`config.mk`:
```
export PLATFORM = sky130hd
export DESIGN_NAME = instr_fetch_seq_flat
export DESIGN_NICKNAME = d
export VERILOG_FILES = /design/src/rtl/instr_fetch_seq_pkg.sv /design/src/rtl/instr_fetch_seq_if.sv /design/src/rtl/instr_fetch_seq_decode.sv /design/src/rtl/instr_fetch_seq.sv /design/src/flat_wrapper.sv
export SDC_FILE = /design/constraint.sdc
export NUM_CORES = 1
export LEC_CHECK = 0
export ABC_AREA = 0
export CORE_UTILIZATION = 39
export CTS_BUF_LIST = sky130_fd_sc_hd__clkbuf_8
export CTS_CLUSTER_DIAMETER = 40
export DETAILED_ROUTE_END_ITERATION = 8
export PLACE_DENSITY = 0.83
export SLEW_MARGIN = 20
export SYNTH_ARGS = -nofsm -noshare
export SYNTH_HDL_FRONTEND = slang
export SYNTH_SLANG_ARGS = --single-unit
```
`constraint.sdc`:
```
create_clock -name clock -period 1.47 [get_ports clock]
set_input_delay 0.2205 -clock clock [delete_from_list [all_inputs] [get_ports clock]]
set_output_delay 0.2205 -clock clock [all_outputs]
set_load 0.05 [all_outputs]
```
`src/rtl/instr_fetch_seq_pkg.sv`:
```
// Shared X1 CPU constants: opcodes, operand types, instruction field slices
// and the sequencer state encoding.
package instr_fetch_seq_pkg;

  localparam int ADDR_W  = 8;
  localparam int INSTR_W = 35;
  localparam int N8      = 8;
  localparam int N10     = 10;

  // Field bit positions, shared with the execute datapath
  localparam int OPC_HI  = 34;
  localparam int OPC_LO  = 32;
  localparam int FUNC_HI = 31;
  localparam int FUNC_LO = 28;
  localparam int OP1_HI  = 27;
  localparam int OP1_LO  = 18;
  localparam int OP2_HI  = 17;
  localparam int OP2_LO  = 8;
  localparam int TGT_HI  = 7;
  localparam int TGT_LO  = 0;

  localparam logic [2:0] OP_NOP = 3'd0;
  localparam logic [2:0] OP_MOV = 3'd1;
  localparam logic [2:0] OP_ACC = 3'd2;
  localparam logic [2:0] OP_ALU = 3'd3;
  localparam logic [2:0] OP_JMP = 3'd4;

  localparam logic [1:0] OT_NONE = 2'd0;
  localparam logic [1:0] OT_IMM  = 2'd1;
  localparam logic [1:0] OT_REG  = 2'd2;
  localparam logic [1:0] OT_MEM  = 2'd3;

  typedef enum logic [1:0] {
    ST_FETCH  = 2'd0,
    ST_DECODE = 2'd1,
    ST_EXEC   = 2'd2
  } fetch_state_e;

endpackage

```
`src/rtl/instr_fetch_seq_if.sv`:
```
// ROM and execute-side signals of the fetch sequencer.
interface instr_fetch_seq_if;
  import instr_fetch_seq_pkg::*;

  logic [ADDR_W-1:0]  rom_addr;
  logic [INSTR_W-1:0] rom_data;
  logic               stall;
  logic               ex_ready;
  logic               jump_taken;
  logic [ADDR_W-1:0]  pc;
  logic               ir_valid;
  logic [2:0]         opcode;
  logic [3:0]         func;
  logic [1:0]         op1_type;
  logic [N8-1:0]      op1_val;
  logic [1:0]         op2_type;
  logic [N8-1:0]      op2_val;
  logic [N8-1:0]      target;

  modport master (
    output rom_addr, pc, ir_valid, opcode, func,
           op1_type, op1_val, op2_type, op2_val, target,
    input  rom_data, stall, ex_ready, jump_taken
  );

  modport slave (
    input  rom_addr, pc, ir_valid, opcode, func,
           op1_type, op1_val, op2_type, op2_val, target,
    output rom_data, stall, ex_ready, jump_taken
  );

endinterface

```
`src/rtl/instr_fetch_seq_decode.sv`:
```
// Combinational split of the instruction register into its fields,
// plus the NOP / JMP flags the sequencer branches on.
module instr_fetch_seq_decode
  import instr_fetch_seq_pkg::*;
(
  input  logic [INSTR_W-1:0] ir,
  output logic [2:0]         opcode,
  output logic [3:0]         func,
  output logic [1:0]         op1_type,
  output logic [N8-1:0]      op1_val,
  output logic [1:0]         op2_type,
  output logic [N8-1:0]      op2_val,
  output logic [N8-1:0]      target,
  output logic               is_nop,
  output logic               is_jmp
);

  logic [N10-1:0] op1_s;
  logic [N10-1:0] op2_s;

  assign op1_s    = ir[OP1_HI:OP1_LO];
  assign op2_s    = ir[OP2_HI:OP2_LO];
  assign opcode   = ir[OPC_HI:OPC_LO];
  assign func     = ir[FUNC_HI:FUNC_LO];
  assign op1_type = op1_s[N10-1:N8];
  assign op1_val  = op1_s[N8-1:0];
  assign op2_type = op2_s[N10-1:N8];
  assign op2_val  = op2_s[N8-1:0];
  assign target   = ir[TGT_HI:TGT_LO];

  // Undefined opcodes fall out as neither NOP nor JMP
  assign is_nop   = (opcode == OP_NOP);
  assign is_jmp   = (opcode == OP_JMP);

endmodule

```
`src/rtl/instr_fetch_seq.sv`:
```
// X1 program counter and fetch/decode sequencer: fetches from the async ROM,
// holds the word in IR and offers it to execute with a valid/ready handshake.
module instr_fetch_seq
  import instr_fetch_seq_pkg::*;
#(
  parameter logic [ADDR_W-1:0] RESET_PC = 8'd0
) (
  input  logic              clock,
  input  logic              reset,
  instr_fetch_seq_if.master bus
);

  fetch_state_e       state_r;
  fetch_state_e       state_nxt_s;
  logic [ADDR_W-1:0]  pc_r;
  logic [ADDR_W-1:0]  pc_nxt_s;
  logic [INSTR_W-1:0] ir_r;
  logic               is_nop_s;
  logic               is_jmp_s;
  logic [N8-1:0]      target_s;

  instr_fetch_seq_decode u_decode (
    .ir       (ir_r),
    .opcode   (bus.opcode),
    .func     (bus.func),
    .op1_type (bus.op1_type),
    .op1_val  (bus.op1_val),
    .op2_type (bus.op2_type),
    .op2_val  (bus.op2_val),
    .target   (target_s),
    .is_nop   (is_nop_s),
    .is_jmp   (is_jmp_s)
  );

  assign bus.target   = target_s;
  assign bus.rom_addr = pc_r;
  assign bus.pc       = pc_r;
  assign bus.ir_valid = (state_r == ST_EXEC);

  // State, PC and IR registers; stall freezes every one of them
  always_ff @(posedge clock or posedge reset) begin
    if (reset) begin
      state_r <= ST_FETCH;
      pc_r    <= RESET_PC;
      ir_r    <= {INSTR_W{1'b0}};
    end else if (!bus.stall) begin
      state_r <= state_nxt_s;
      pc_r    <= pc_nxt_s;
      if (state_r == ST_FETCH) begin
        ir_r <= bus.rom_data;
      end else begin
        ir_r <= ir_r;
      end
    end else begin
      state_r <= state_r;
      pc_r    <= pc_r;
      ir_r    <= ir_r;
    end
  end

  // Next-state and next-PC selection
  always_comb begin
    state_nxt_s = state_r;
    pc_nxt_s    = pc_r;
    case (state_r)
      ST_FETCH: begin
        state_nxt_s = ST_DECODE;
      end
      ST_DECODE: begin
        if (is_nop_s) begin
          pc_nxt_s    = pc_r + 8'd1;
          state_nxt_s = ST_FETCH;
        end else begin
          state_nxt_s = ST_EXEC;
        end
      end
      ST_EXEC: begin
        if (bus.ex_ready) begin
          state_nxt_s = ST_FETCH;
          if (is_jmp_s && bus.jump_taken) begin
            pc_nxt_s = target_s;
          end else begin
            pc_nxt_s = pc_r + 8'd1;
          end
        end else begin
          state_nxt_s = ST_EXEC;
        end
      end
      default: begin
        state_nxt_s = ST_FETCH;
        pc_nxt_s    = pc_r;
      end
    endcase
  end

endmodule

```
`src/flat_wrapper.sv`:
```
// flat-port wrapper written by rule: the top's interface ports become plain ports
module instr_fetch_seq_flat import instr_fetch_seq_pkg::*;
#(
  parameter logic [ADDR_W-1:0] RESET_PC = 8'd0
)
  (clock, reset, bus_rom_addr, bus_pc, bus_ir_valid, bus_opcode, bus_func, bus_op1_type, bus_op1_val, bus_op2_type, bus_op2_val, bus_target, bus_rom_data, bus_stall, bus_ex_ready, bus_jump_taken);
  instr_fetch_seq_if bus_i ();
  input  logic clock;
  input  logic reset;
  output wire logic [$bits(bus_i.rom_addr)-1:0] bus_rom_addr;
  output wire logic [$bits(bus_i.pc)-1:0] bus_pc;
  output wire logic [$bits(bus_i.ir_valid)-1:0] bus_ir_valid;
  output wire logic [$bits(bus_i.opcode)-1:0] bus_opcode;
  output wire logic [$bits(bus_i.func)-1:0] bus_func;
  output wire logic [$bits(bus_i.op1_type)-1:0] bus_op1_type;
  output wire logic [$bits(bus_i.op1_val)-1:0] bus_op1_val;
  output wire logic [$bits(bus_i.op2_type)-1:0] bus_op2_type;
  output wire logic [$bits(bus_i.op2_val)-1:0] bus_op2_val;
  output wire logic [$bits(bus_i.target)-1:0] bus_target;
  input wire logic [$bits(bus_i.rom_data)-1:0] bus_rom_data;
  input wire logic [$bits(bus_i.stall)-1:0] bus_stall;
  input wire logic [$bits(bus_i.ex_ready)-1:0] bus_ex_ready;
  input wire logic [$bits(bus_i.jump_taken)-1:0] bus_jump_taken;
  assign bus_rom_addr = bus_i.rom_addr;
  assign bus_pc = bus_i.pc;
  assign bus_ir_valid = bus_i.ir_valid;
  assign bus_opcode = bus_i.opcode;
  assign bus_func = bus_i.func;
  assign bus_op1_type = bus_i.op1_type;
  assign bus_op1_val = bus_i.op1_val;
  assign bus_op2_type = bus_i.op2_type;
  assign bus_op2_val = bus_i.op2_val;
  assign bus_target = bus_i.target;
  assign bus_i.rom_data = bus_rom_data;
  assign bus_i.stall = bus_stall;
  assign bus_i.ex_ready = bus_ex_ready;
  assign bus_i.jump_taken = bus_jump_taken;
  instr_fetch_seq #(.RESET_PC(RESET_PC)) u_core (.clock(clock), .reset(reset), .bus(bus_i));
endmodule
```
==> metrics.md <==
| Metric | Value |
|---|---|
| Status | finished with violations |
| Failing checks | negative setup slack |
| Die X | 74.0 um |
| Routed Antenna Nets | 0 |
| Rows | 25 |
| First-pass GRT wire length | between 7000 and 8000 um |
| Initial DRC Count | 90 |
| Max Cap Viol | 0 |
| Tightest Pin Transition | 0.362 ns |
| Final WL | ~5000 um |
| Critical Path AT | 1.67 ns |
| RePlAce Congestion | a little over 0.8 |
| Port buffer count | between 90 and 100 |
| Fraction of registers with async set/reset | 100% |
| Fin Setup TNS | -0.131 ns |
| Worst Setup Start Kind | flop |
| Synth Net Count | just under 200 |
| Num CTS Buffers | 5 |
| Synth area leader | dfrtp_1 |
| Vias in the first global route | 1,645 |
| Initial antenna violation count | 0 |
| Initial core utilization | a little over two fifths |
| Vias per Instance | between 4 and 5 |
| P&R area growth vs syn | 77.7% |
| Worst setup margin | -0.0206 ns |
| CTS Buffer Depth | 2 |
| CTS sink count | 45 |
| Critical-path top delay cell | dfrtp_2 |
| CP Max Fanout | 13 |
| Netlist cell types | 33 |
| Gr usage total | 17.8% |
| Critical Path Sink Type | flop |
| Post-route DRC | 0 |
| Largest net degree at the start of global routing | 29 |
| Hold Path Class | in -> async |
| CP bufs+invs | 2 |
| Core Area | between 4000 and 5000 um2 |
| Final cell count without fillers | about 330 |
| Tmin final | ~1.5 ns |
| CP top delay family | flip-flops |
| Cells after Synth | between 150 and 200 |
| Max-slew violations | 0 |
| Most common cell after layout, fill and taps aside | dfrtp_1 |
| Count of final setup violators | 9 |
| Crit path largest cell delay | ~0.46 ns |
| Antenna cells | 0 |
| Most frequent cells in the layout | dfrtp_1, clkdlybuf4s50_1, buf_4 |
| Register area share after synthesis | a little under three fifths |
| Clock Pin Slew Worst Setup and Hold Paths | roughly 0.080 ns |
| Hold-fix buffers, CTS | 0 |
| Final hold violation count | 0 |
| Pre-Repair DR Iteration Count | 4 |
| Worst-path cell chain | nor3_4 -> buf_6 -> clkbuf_16 -> mux2_2 |
| Layout cell share with drive strength beyond 1 | between 50% and 60% |
| Seq cells post-synth | between 40 and 50 |
| EDFF count, synth | 0 |
| Routed via count | ~1,600 |
| Post-synth top flop | dfrtp_1 |
| Mapped Area | between 2000 and 2500 um2 |
| HPWL Detailed | 3460 um |
| Top-Level Pins | 92 |
| Remaining Overflow, GRT | 0 |
| Clk Latency, worst-skew pair | slightly below 0.3 ns |
| CTS tree | built |
| WS Path Type | reg -> reg |
| Unrepaired setup endpoints after global routing | true |
| Die Area | around 5500 um2 |
| Root buf cell | clkbuf_8 |
| Routed wire per std cell | about 15 um |
| FMAX | roughly 0.67 GHz |
| WP data required | about 1.7 ns |
| Synth top area cells | dfrtp_1, mux2_2, mux2i_1, buf_4, buf_6 |
| Synth top area share | around 56% |
| NumNets Final | 302 |
| H-tree level count | 2 |
| Worst Skew | a little over 0.005 ns |
| Dpl cells | approximately 320 |
| Syn Area/Cell | about 13 um2 |
| Final clock period utilization by the worst path | 101% |
| Slew HR | approximately three quarters |
| Warnings from Yosys | 0 |
| Die height | about 74 um |
==> timing repair <==
action / in CTS / in global routing
buffers inserted: 0 / 2
endpoints found under the setup margin: 4 / 30
cloned: 1 / 2
endpoints found under the hold margin: 0 / 0
pin swaps: 1 / 1
resized for setup: 2 / 18
==> cell families (layout without fill, tap and decap cells) <==
logic type                 count (synthesis)  in the layout  synth area share (%)
AOI/OAI and AO/OA                         20             20                  6.62
adders and majority gates                  1              1                 0.619
and+or+nand+nor                           28             29                  8.48
DFF                                       45             45                  55.7
buffers and inverters                     16            125                  5.63
muxes                                     42             42                  23.0
==> per-layer routing <==
metal / GRT usage [%] / vias to the layer above / routed length, um
li1: - / 763 / -
met5: 0 / - / 0
met2: 30.5 / 73 / 2490
met3: 7.45 / 6 / 483
met4: 4.70 / 0 / 43
met1: 20.6 / 785 / 1870
==> tightest hold or removal path, delay by kind of cell <==
| kind | cells | cell delay, ns |
|---|---|---|
| buf+inv | 3 | 0.73 |
==> per-stage QoR <==
step	cell area [um2]	util (%)	hold WS (ns)	worst slack, ns
after floorplan	2030	-	0.341	0.00107
after global placement	3330	68.7	0.475	-0.241
after global routing	3590	74.1	0.312	-0.0879
after detailed placement	3330	68.7	0.497	-0.288
final	3590	74.1	0.280	-0.0206
after CTS	3460	71.5	0.271	0.0107
==> path summary, 6_finish.rpt <==
path                                   start                 to  slack (ns)  cells past startpoint
setup reg to reg           u_core.state_r[0]    u_core.ir_r[20]       -0.02                      4
hold reg to reg              u_core.ir_r[12]    u_core.ir_r[12]        0.52                      1
max in group asynchronous              reset    u_core.ir_r[32]        0.84                      3
min in group clock                 bus_stall  u_core.state_r[0]        0.39                      2
setup / recovery           u_core.state_r[0]    u_core.ir_r[20]       -0.02                      4
hold / removal                         reset    u_core.ir_r[26]        0.28                      3
==> final cells by class <==
class | instances | area, um2
fill | 296 | 1260
tap | 67 | 83.8
sequential | 45 | 1130
multi-input combinational | 92 | 848
clock buffer | 6 | 82.6
timing repair buffer | 113 | 1390
clock inverter | 2 | 37.5
inverter | 4 | 15.0
==> sequential cells by signal, summed over array words and instances, names as in the netlist <==
name            count
u_core.state_r      2
u_core.bus.pc       8
u_core.ir_r        35
==> synthesized netlist by cell type (2+ instances only) <==
cell type / number
inv_1: 4
nand4_1: 2
buf_4: 8
a21oi_1: 2
nor3_1: 2
nand2_1: 7
o21ai_0: 6
buf_6: 3
mux2i_1: 7
mux2_1: 2
mux2_2: 33
nor2_1: 8
dfrtp_1: 45
nand3_1: 2
o2bb2ai_1: 2
a22oi_1: 2
Power is not shown: default switching activity piles up to over one toggle a cycle in this logic, so the estimate is an artifact.
